<file path="config.mk">
export PLATFORM = sky130hd
export DESIGN_NAME = twiddle_seq
export DESIGN_NICKNAME = d
export VERILOG_FILES = /design/src/rtl/twiddle_seq.sv
export SDC_FILE = /design/constraint.sdc
export NUM_CORES = 1
export LEC_CHECK = 0
export ABC_CLOCK_PERIOD_IN_PS = 2170
export CAP_MARGIN = 0
export CORE_UTILIZATION = 36
export DETAILED_ROUTE_END_ITERATION = 10
export PLACE_DENSITY = 0.74
export SLEW_MARGIN = 10
export SYNTH_ARGS = -nofsm -noshare
export SYNTH_HDL_FRONTEND = slang
export SYNTH_SLANG_ARGS = --single-unit
</file>
<file path="constraint.sdc">
create_clock -name clk -period 2.17 [get_ports clk]
set_clock_uncertainty 0.2 [all_clocks]
set_input_delay 0.434 -clock clk [delete_from_list [all_inputs] [get_ports clk]]
set_output_delay 0.434 -clock clk [all_outputs]
set_load 0.01 [all_outputs]
</file>
<file path="src/rtl/twiddle_seq.sv">
`default_nettype none
// +--------------------------------------------------------------------------+
// | Module   : twiddle_seq                                                   |
// | Brief    : Streams radix-2 FFT twiddles W_N^e per butterfly, per stage.  |
// | Revision : 1.0                                                           |
// +--------------------------------------------------------------------------+
module twiddle_seq #(
  parameter int LOG2N = 3,
  parameter int WIDTH = 12,
  parameter     MODE  = "DIF"
) (
  input  logic                                  clk,
  input  logic                                  reset,
  input  logic                                  start,
  input  logic                                  tw_ready,
  output logic                                  tw_valid,
  output logic signed [WIDTH-1:0]               tw_re,
  output logic signed [WIDTH-1:0]               tw_im,
  output logic [((LOG2N > 2) ? $clog2(LOG2N) : 1)-1:0] tw_stage,
  output logic [LOG2N-2:0]                      tw_index,
  output logic                                  busy,
  output logic                                  done
);

  localparam int  SW     = (LOG2N > 2) ? $clog2(LOG2N) : 1;
  localparam int  IW     = LOG2N - 1;
  localparam int  N      = 1 << LOG2N;
  localparam int  QTR    = N / 4;
  localparam int  FRAC   = WIDTH - 2;
  localparam bit  IS_DIT = (MODE == "DIT");
  localparam real PI     = 3.14159265358979323846;

  localparam logic [SW-1:0] S_LAST = SW'(LOG2N - 1);
  localparam logic [IW-1:0] K_LAST = '1;
  localparam logic [IW-1:0] ALL1   = '1;
  localparam logic [IW-1:0] QTR_I  = IW'(QTR);

  if (!(MODE == "DIF" || MODE == "DIT")) begin : g_bad_mode
    $error("twiddle_seq: MODE must be \"DIF\" or \"DIT\"");
  end
  if (LOG2N < 2 || LOG2N > 12) begin : g_bad_log2n
    $error("twiddle_seq: LOG2N must be in 2..12");
  end

  // Elaboration-time quarter-wave cosine, rounded half away from zero.
  function automatic logic signed [WIDTH-1:0] cos_entry(input int i);
    real v;
    v = $cos(2.0 * PI * real'(i) / real'(N)) * (2.0 ** FRAC);
    if (v >= 0.0) v = $floor(v + 0.5);
    else          v = -$floor(-v + 0.5);
    return WIDTH'($rtoi(v));
  endfunction

  logic signed [WIDTH-1:0] w_cos [0:QTR];
  for (genvar g = 0; g <= QTR; g++) begin : g_cos
    assign w_cos[g] = cos_entry(g);
  end

  typedef enum logic [0:0] {S_IDLE = 1'b0, S_RUN = 1'b1} state_t;

  state_t                  state_q, state_d;
  logic [SW-1:0]           s_q, s_d;
  logic [IW-1:0]           k_q, k_d;
  logic                    valid_q, valid_d;
  logic                    busy_q, busy_d;
  logic                    done_q, done_d;
  logic signed [WIDTH-1:0] re_q, re_d;
  logic signed [WIDTH-1:0] im_q, im_d;
  logic                    load;
  logic [IW-1:0]           w_e, w_ep;
  logic signed [WIDTH-1:0] w_re, w_im;

  always_ff @(posedge clk or posedge reset) begin
    if (reset) begin
      state_q <= S_IDLE;
      s_q     <= '0;
      k_q     <= '0;
      valid_q <= 1'b0;
      busy_q  <= 1'b0;
      done_q  <= 1'b0;
      re_q    <= '0;
      im_q    <= '0;
    end else begin
      state_q <= state_d;
      s_q     <= s_d;
      k_q     <= k_d;
      valid_q <= valid_d;
      busy_q  <= busy_d;
      done_q  <= done_d;
      re_q    <= re_d;
      im_q    <= im_d;
    end
  end

  always_comb begin
    state_d = state_q;
    s_d     = s_q;
    k_d     = k_q;
    valid_d = valid_q;
    busy_d  = busy_q;
    done_d  = 1'b0;
    load    = 1'b0;
    case (state_q)
      S_IDLE: begin
        if (start) begin
          state_d = S_RUN;
          s_d     = '0;
          k_d     = '0;
          valid_d = 1'b1;
          busy_d  = 1'b1;
          load    = 1'b1;
        end
      end
      S_RUN: begin
        if (valid_q && tw_ready) begin
          if (s_q == S_LAST && k_q == K_LAST) begin
            state_d = S_IDLE;
            valid_d = 1'b0;
            busy_d  = 1'b0;
            done_d  = 1'b1;
          end else begin
            load = 1'b1;
            if (k_q == K_LAST) begin
              k_d = '0;
              s_d = s_q + 1'b1;
            end else begin
              k_d = k_q + 1'b1;
            end
          end
        end
      end
      default: state_d = S_IDLE;
    endcase
    re_d = load ? w_re : re_q;
    im_d = load ? w_im : im_q;
  end

  // Twiddle for the entry about to be registered (next s,k).
  assign w_e  = IS_DIT ? ((k_d & ~(ALL1 << s_d)) << (IW - int'(s_d)))
                       : ((k_d & (ALL1 >> s_d)) << s_d);
  assign w_ep = w_e - QTR_I;

  always_comb begin
    w_re = '0;
    w_im = '0;
    if (w_e < QTR_I) begin
      w_re = w_cos[w_e];
      w_im = -w_cos[QTR_I - w_e];
    end else begin
      w_re = -w_cos[QTR_I - w_ep];
      w_im = -w_cos[w_ep];
    end
  end

  assign tw_valid = valid_q;
  assign tw_re    = re_q;
  assign tw_im    = im_q;
  assign tw_stage = s_q;
  assign tw_index = k_q;
  assign busy     = busy_q;
  assign done     = done_q;

endmodule
`default_nettype wire

</file>
### Word level (Yosys, flattened, before mapping)

Cells that the tools add are included.

* register bits: 31
* bits of input ports: 4
* word-level logic and storage cells: 73

* $add $sub $neg: 8
* $lt $le $gt $ge: 5
* equality and inequality tests: 5
* shift operators: 2
* muxes and demuxes: 37
* bitwise operators: 6
* reductions and logical operators: 3

Operators by type and width (count)
* 12-bit two-way mux: 10
* 12-bit binary-select mux with 2-bit select: 4
* 12-bit negation: 3
* 2-bit two-way mux: 8
* 3-bit >= comparator (second input constant): 4
* 2-bit NOT with 3-bit output: 4
* 1-bit two-way mux: 10
* 2-bit one-hot mux with 2 select lines: 2
* 1-bit one-hot mux with 2 select lines: 3
* 2-bit by 1-bit adder with 2-bit output (second input constant): 2
* 2-bit == test (second input constant): 2
* 2-bit by 1-bit != test with 1-bit output (second input constant): 2
* 2-bit subtractor (first input constant): 2
* 3-bit AND reduction: 1
* 2-bit AND: 1
* 1-bit logical AND: 2
* 2-bit less-than comparator (second input constant): 1
* 2-bit != test (second input constant): 1
* 2-bit by 2-bit << shifter with 2-bit output: 1
* 2-bit by 2-bit >> shifter with 2-bit output (first input constant): 1
* 2-bit subtractor (second input constant): 1
* 1-bit NOT: 1

### Longest topological paths before layout

* word-level depth: 16
* gate-level depth with buffers: 9
* mapped depth without buffers: 9

### Least setup slack after synthesis

Ideal clock, no wire load.

* path kind: register -> register
* start point: register s_q[0] (netlist: tw_stage[0])
* end point: register re_q[10] (netlist: tw_re[10])
* library setup time: 0.128 ns
* arrival: 2.113 ns
* setup slack: -0.270 ns
* cell stages (with the launch flop): 9
* cell sequence: dfrtp_1 -> inv_1 -> ha_1 -> nand2b_1 -> or3_1 -> o2111a_1 -> a211o_1 -> ha_1 -> mux2_1

* cells in the longest elaborated chain, start to end: 16

Ends and longest elaborated chain
* start, declared: RTL line 62 `logic [SW-1:0] s_q, s_d;`
* start signal, assigned: RTL line 76 `s_q <= '0;`
* start signal, assigned: RTL line 85 `s_q <= s_d;`
* 2-bit by 1-bit adder with 2-bit output / 2-bit == test (equally long branches): RTL line 125, 116
* 2-bit two-way mux / 1-bit logical AND (equally long branches): RTL line 123, 116
* 2-bit two-way mux: RTL line 116 `if (s_q == S_LAST && k_q == K_LAST) begin`
* 2-bit two-way mux: RTL line 115 `if (valid_q && tw_ready) begin`
* 2-bit one-hot mux with 2 select lines: RTL line 103 `case (state_q)`
* 2-bit by 2-bit >> shifter with 2-bit output: RTL line 140 `: ((k_d & (ALL1 >> s_d)) << s_d);`
* 2-bit AND: RTL line 140
* 2-bit by 2-bit << shifter with 2-bit output *: RTL line 140
* 2-bit subtractor: RTL line 141 `assign w_ep = w_e - QTR_I;`
* 2-bit subtractor: RTL line 150 `w_re = -w_cos[QTR_I - w_ep];`
* 2-bit NOT with 3-bit output (implied by the code): RTL line 150
* 12-bit binary-select mux with 2-bit select: RTL line 150
* 12-bit two-way mux (implied by the code) (2 in a row): RTL line 150
* 12-bit negation: RTL line 150
* 12-bit two-way mux *: RTL line 146 `if (w_e < QTR_I) begin`
* net w_re[10]: RTL line 71 `logic signed [WIDTH-1:0] w_re, w_im;`
* end signal, assigned: RTL line 90 `re_q <= re_d;`
* end, declared: RTL line 67 `logic signed [WIDTH-1:0] re_q, re_d;`

The timed path passes the listed nets; every way through them passes the cells marked *. The select of a mux whose other input is x is not followed.
A chain may end at the register's enable or synchronous reset.

### Final worst setup path

* start point: register s_q[0] (netlist: tw_stage[0])
* end point: register re_q[8] (netlist: tw_re[8])

* cells in the longest elaborated chain, start to end: 16

Ends and longest elaborated chain (RTL line)
* 2-bit by 1-bit adder with 2-bit output / 2-bit == test (equally long branches): 125, 116
* 2-bit two-way mux / 1-bit logical AND (equally long branches): 123, 116
* 2-bit two-way mux *: 116
* 2-bit two-way mux *: 115
* 2-bit one-hot mux with 2 select lines *: 103
* net s_d[1]: 62
* 2-bit by 2-bit >> shifter with 2-bit output: 140
* 2-bit AND: 140
* 2-bit by 2-bit << shifter with 2-bit output *: 140
* 2-bit subtractor: 141
* 2-bit subtractor: 150
* 2-bit NOT with 3-bit output (implied by the code): 150
* 12-bit binary-select mux with 2-bit select: 150
* 12-bit two-way mux (implied by the code) (2 in a row): 150
* 12-bit negation: 150
* 12-bit two-way mux *: 146

Marked as above.

==> impl_metrics.ini <==
[die]
fp.dieArea_sq_mm = 0.00233
rows = 16
coreArea_sq_mm = 0.00198
die_w_um = 48.2
die_y_um = 48.2
start_util_pct = 38.8
pin_count = 35

[worst_setup_path]
cp_data_arrival_time_ns = 2.23
cpMaxStageDelayCell = or3_4
cp_slowest_stage_delay_ns = 0.39
crit_path_start_kind = register
end_kind = register
crit_chain = inv_1 > ha_4 > or3_4 > a21oi_4 > buf_6 > a211oi_2 > ha_2 > mux2_1
cp_top_family = adder cells
cp.required_ns = 2.13
crit_buf_inv = 2
critPathMaxFanout = 4
crit_type = register to register

[detailed_routing]
drtAntennaViolNets = 0
vias = 662
drt_iter0_drc = 14
avgRoutedWirePerCell_um = 13.8
drc = 0
viasPerCell = 4.80
postRouteWirelength_um = 1900
drtPass1Iterations = 4

[synthesis]
synthCells = 78
synthesis.area_sq_um = 769
synth-seq-area-share_pct = 39.0
yosysWarnings = 0
ys_seq_elements = 12
avgSynthCellArea_sq_um = 9.87
yosysUniqueCellTypes = 25

[pwr]
peakVddDrop_v = 0.000791
power_mw = 1.91
net-switching-power_uw = 734
power_density_mw_per_mm2 = 1590
p_leak_nw = 0.531
p_comb_share_pct = 70.3
p_seq_share_pct = 20.2
p_int_mw = 1.17
swShare_pct = 38.5
pwr-share-clk_pct = 9.6

[clocking]
cts.clk_slew.worst_paths_ns = 0.09
numCtsBuffers = 3
clk_latency_ns = 0.28
cts_buffer_depth = 2
cts.sinks = 12
cts_root_buf = clkbuf_4
htreeDepth = 1
cts_hold_buffers = 0
cts_tree = done

[grt]
grt_pass1_wl_um = 2650
antenna_found_initial = 0
grt_pass1_vias = 611
grt.total_usage_pct = 17.2
grt_overflow_total = 0
grt_max_degree = 13

[status]
outcome = finished, violations left
violations = setup timing

[timing]
fmax_mhz = 441
hold_slack_ns = 0.258
hold_viol = 0
rsz0062_at_grt = true
slew_viol_final = 0
worst_slack_ns = -0.0972
period_share_pct = 104
setup_violations = 4
final.min_clock_period_ns = 2.27

[final_layout]
post-route-util_pct = 60.4
fillerInstances = 153
layout.nets = 121
antenna_cells = 0
multi_input_area_sq_um = 428
seq_area_sq_um = 300
area_delta_synth_final_pct = 55.4
drive_gt1_share_pct = 36.0

[placement]
portBuffers = 26
gp_congestion = 0.820
place_hpwl_um = 1170

[worst_hold_path]
hold_class = primary input to async pin

[run]
maxCapViolCount = 0
## per-layer routing
metal	global-route usage (%)	vias to the layer above	routed length, um
met5	0	-	0
met4	8.89	0	64
met3	4.44	10	121
met2	29.3	35	1000
met1	19.7	316	711
li1	-	301	-
## Yosys cell counts
library cell | n | area, sq um
nand2_1 | 5 | 18.8
nand3_2 | 1 | 10.0
o21ai_0 | 4 | 20.0
a21oi_2 | 1 | 8.76
inv_1 | 3 | 11.3
and2b_4 | 1 | 10.0
mux2_1 | 2 | 22.5
conb_1 | 1 | 3.75
mux2_2 | 1 | 11.3
o211ai_1 | 1 | 7.51
nand2b_2 | 1 | 8.76
nor3_1 | 2 | 10.0
nand2b_1 | 1 | 6.26
nor2_1 | 6 | 22.5
and3_2 | 1 | 7.51
a21oi_1 | 2 | 10.0
o2111a_1 | 1 | 11.3
or3_1 | 3 | 18.8
a21oi_4 | 1 | 16.3
nand3_1 | 1 | 5.00
dfrtp_1 | 12 | 300
buf_4 | 20 | 150
ha_1 | 5 | 62.6
a211o_1 | 1 | 8.76
a211oi_1 | 1 | 7.51
## state kept, by name, summed over array words and instances (netlist names)
| register | count |
|---|---|
| tw_re | 4 |
| tw_index | 2 |
| tw_stage | 2 |
| busy | 1 |
| done | 1 |
| state_q | 1 |
| tw_im | 1 |
## placed cells by master (no fill, tap or decap), types with 2 or more instances in the layout
cell / synthesis / routed
clkdlybuf4s50_1: 0 / 25
buf_4: 20 / 14
dfrtp_1: 12 / 12
conb_1: 1 / 8
nor2_1: 6 / 6
nand2_1: 5 / 5
o21ai_1: 0 / 3
inv_1: 3 / 3
ha_4: 0 / 3
clkbuf_4: 0 / 3
a21oi_4: 1 / 2
mux2_4: 0 / 2
or3_4: 0 / 2
nor3_2: 0 / 2
ha_2: 0 / 2
buf_6: 0 / 2
## area by class of cell
type                       instances  area share [%]
inverter                           3           0.941
multi-input combinational         50            35.8
clock buffer                       4            3.03
tap                               27            2.82
sequential                        12            25.1
timing repair buffer              42            32.3
## worst paths after layout
path	to	startpoint	slack (ns)	depth (start not counted)
max reg2reg	tw_re[8]$_DFFE_PP0P_	tw_stage[0]$_DFF_PP0_	-0.1	8
max	tw_re[8]$_DFFE_PP0P_	tw_stage[0]$_DFF_PP0_	-0.1	8
max in group asynchronous	tw_index[0]$_DFF_PP0_	reset	1.19	2
min	tw_im[10]$_DFFE_PP0P_	reset	0.26	2
min in group clk	tw_re[10]$_DFFE_PP0P_	tw_re[10]$_DFFE_PP0P_	0.33	1
min reg2reg	tw_re[10]$_DFFE_PP0P_	tw_re[10]$_DFFE_PP0P_	0.33	1
## through the flow
| step | setup WS (ns) | setup TNS [ns] | std cells | cell area, sq um |
|---|---|---|---|---|
| 6_report | -0.0972 | -0.331 | 138 | 1200 |
| 5_1_grt | -0.183 | -0.704 | 138 | 1200 |
| 4_1_cts | -0.124 | -0.345 | 136 | 1140 |
| 3_5_place_dp | -0.588 | -2.38 | 129 | 1040 |
| 3_3_place_gp | -0.512 | -2.02 | 129 | 1040 |
| 2_1_floorplan | -0.153 | -0.212 | 85 | 811 |
## power groups by stage
stage	sequential, mW	clock [mW]	combinational, mW
final	0.384	0.182	1.34
after global routing	0.401	0.199	1.44
after CTS	0.380	0.181	1.18
after detailed placement	0.385	0	1.02
after global placement	0.379	0	0.993
after floorplan	0.427	0	0.519
## cells by family (layout without fill, tap and decap cells)
| family | count (synthesis) | after routing | synth area share, % |
|---|---|---|---|
| other | 1 | 8 | 0.487 |
| multiplexers | 3 | 3 | 4.39 |
| adder cells (fa/ha/maj) | 5 | 5 | 8.13 |
| buffers and inverters | 23 | 49 | 21.0 |
| AO/OA/AOI/OAI | 12 | 12 | 11.7 |
| flip-flops | 12 | 12 | 39.0 |
| AND/OR/NAND/NOR | 22 | 22 | 15.3 |
## what timing repair did
item	CTS	global route
hold endpoints to repair	0	0
gates cloned	0	0
pin swaps	4	5
setup endpoints to repair	5	5
buffers inserted	3	2
gates resized for setup	10	10
Note: power is estimated with default switching activity, not from simulation.
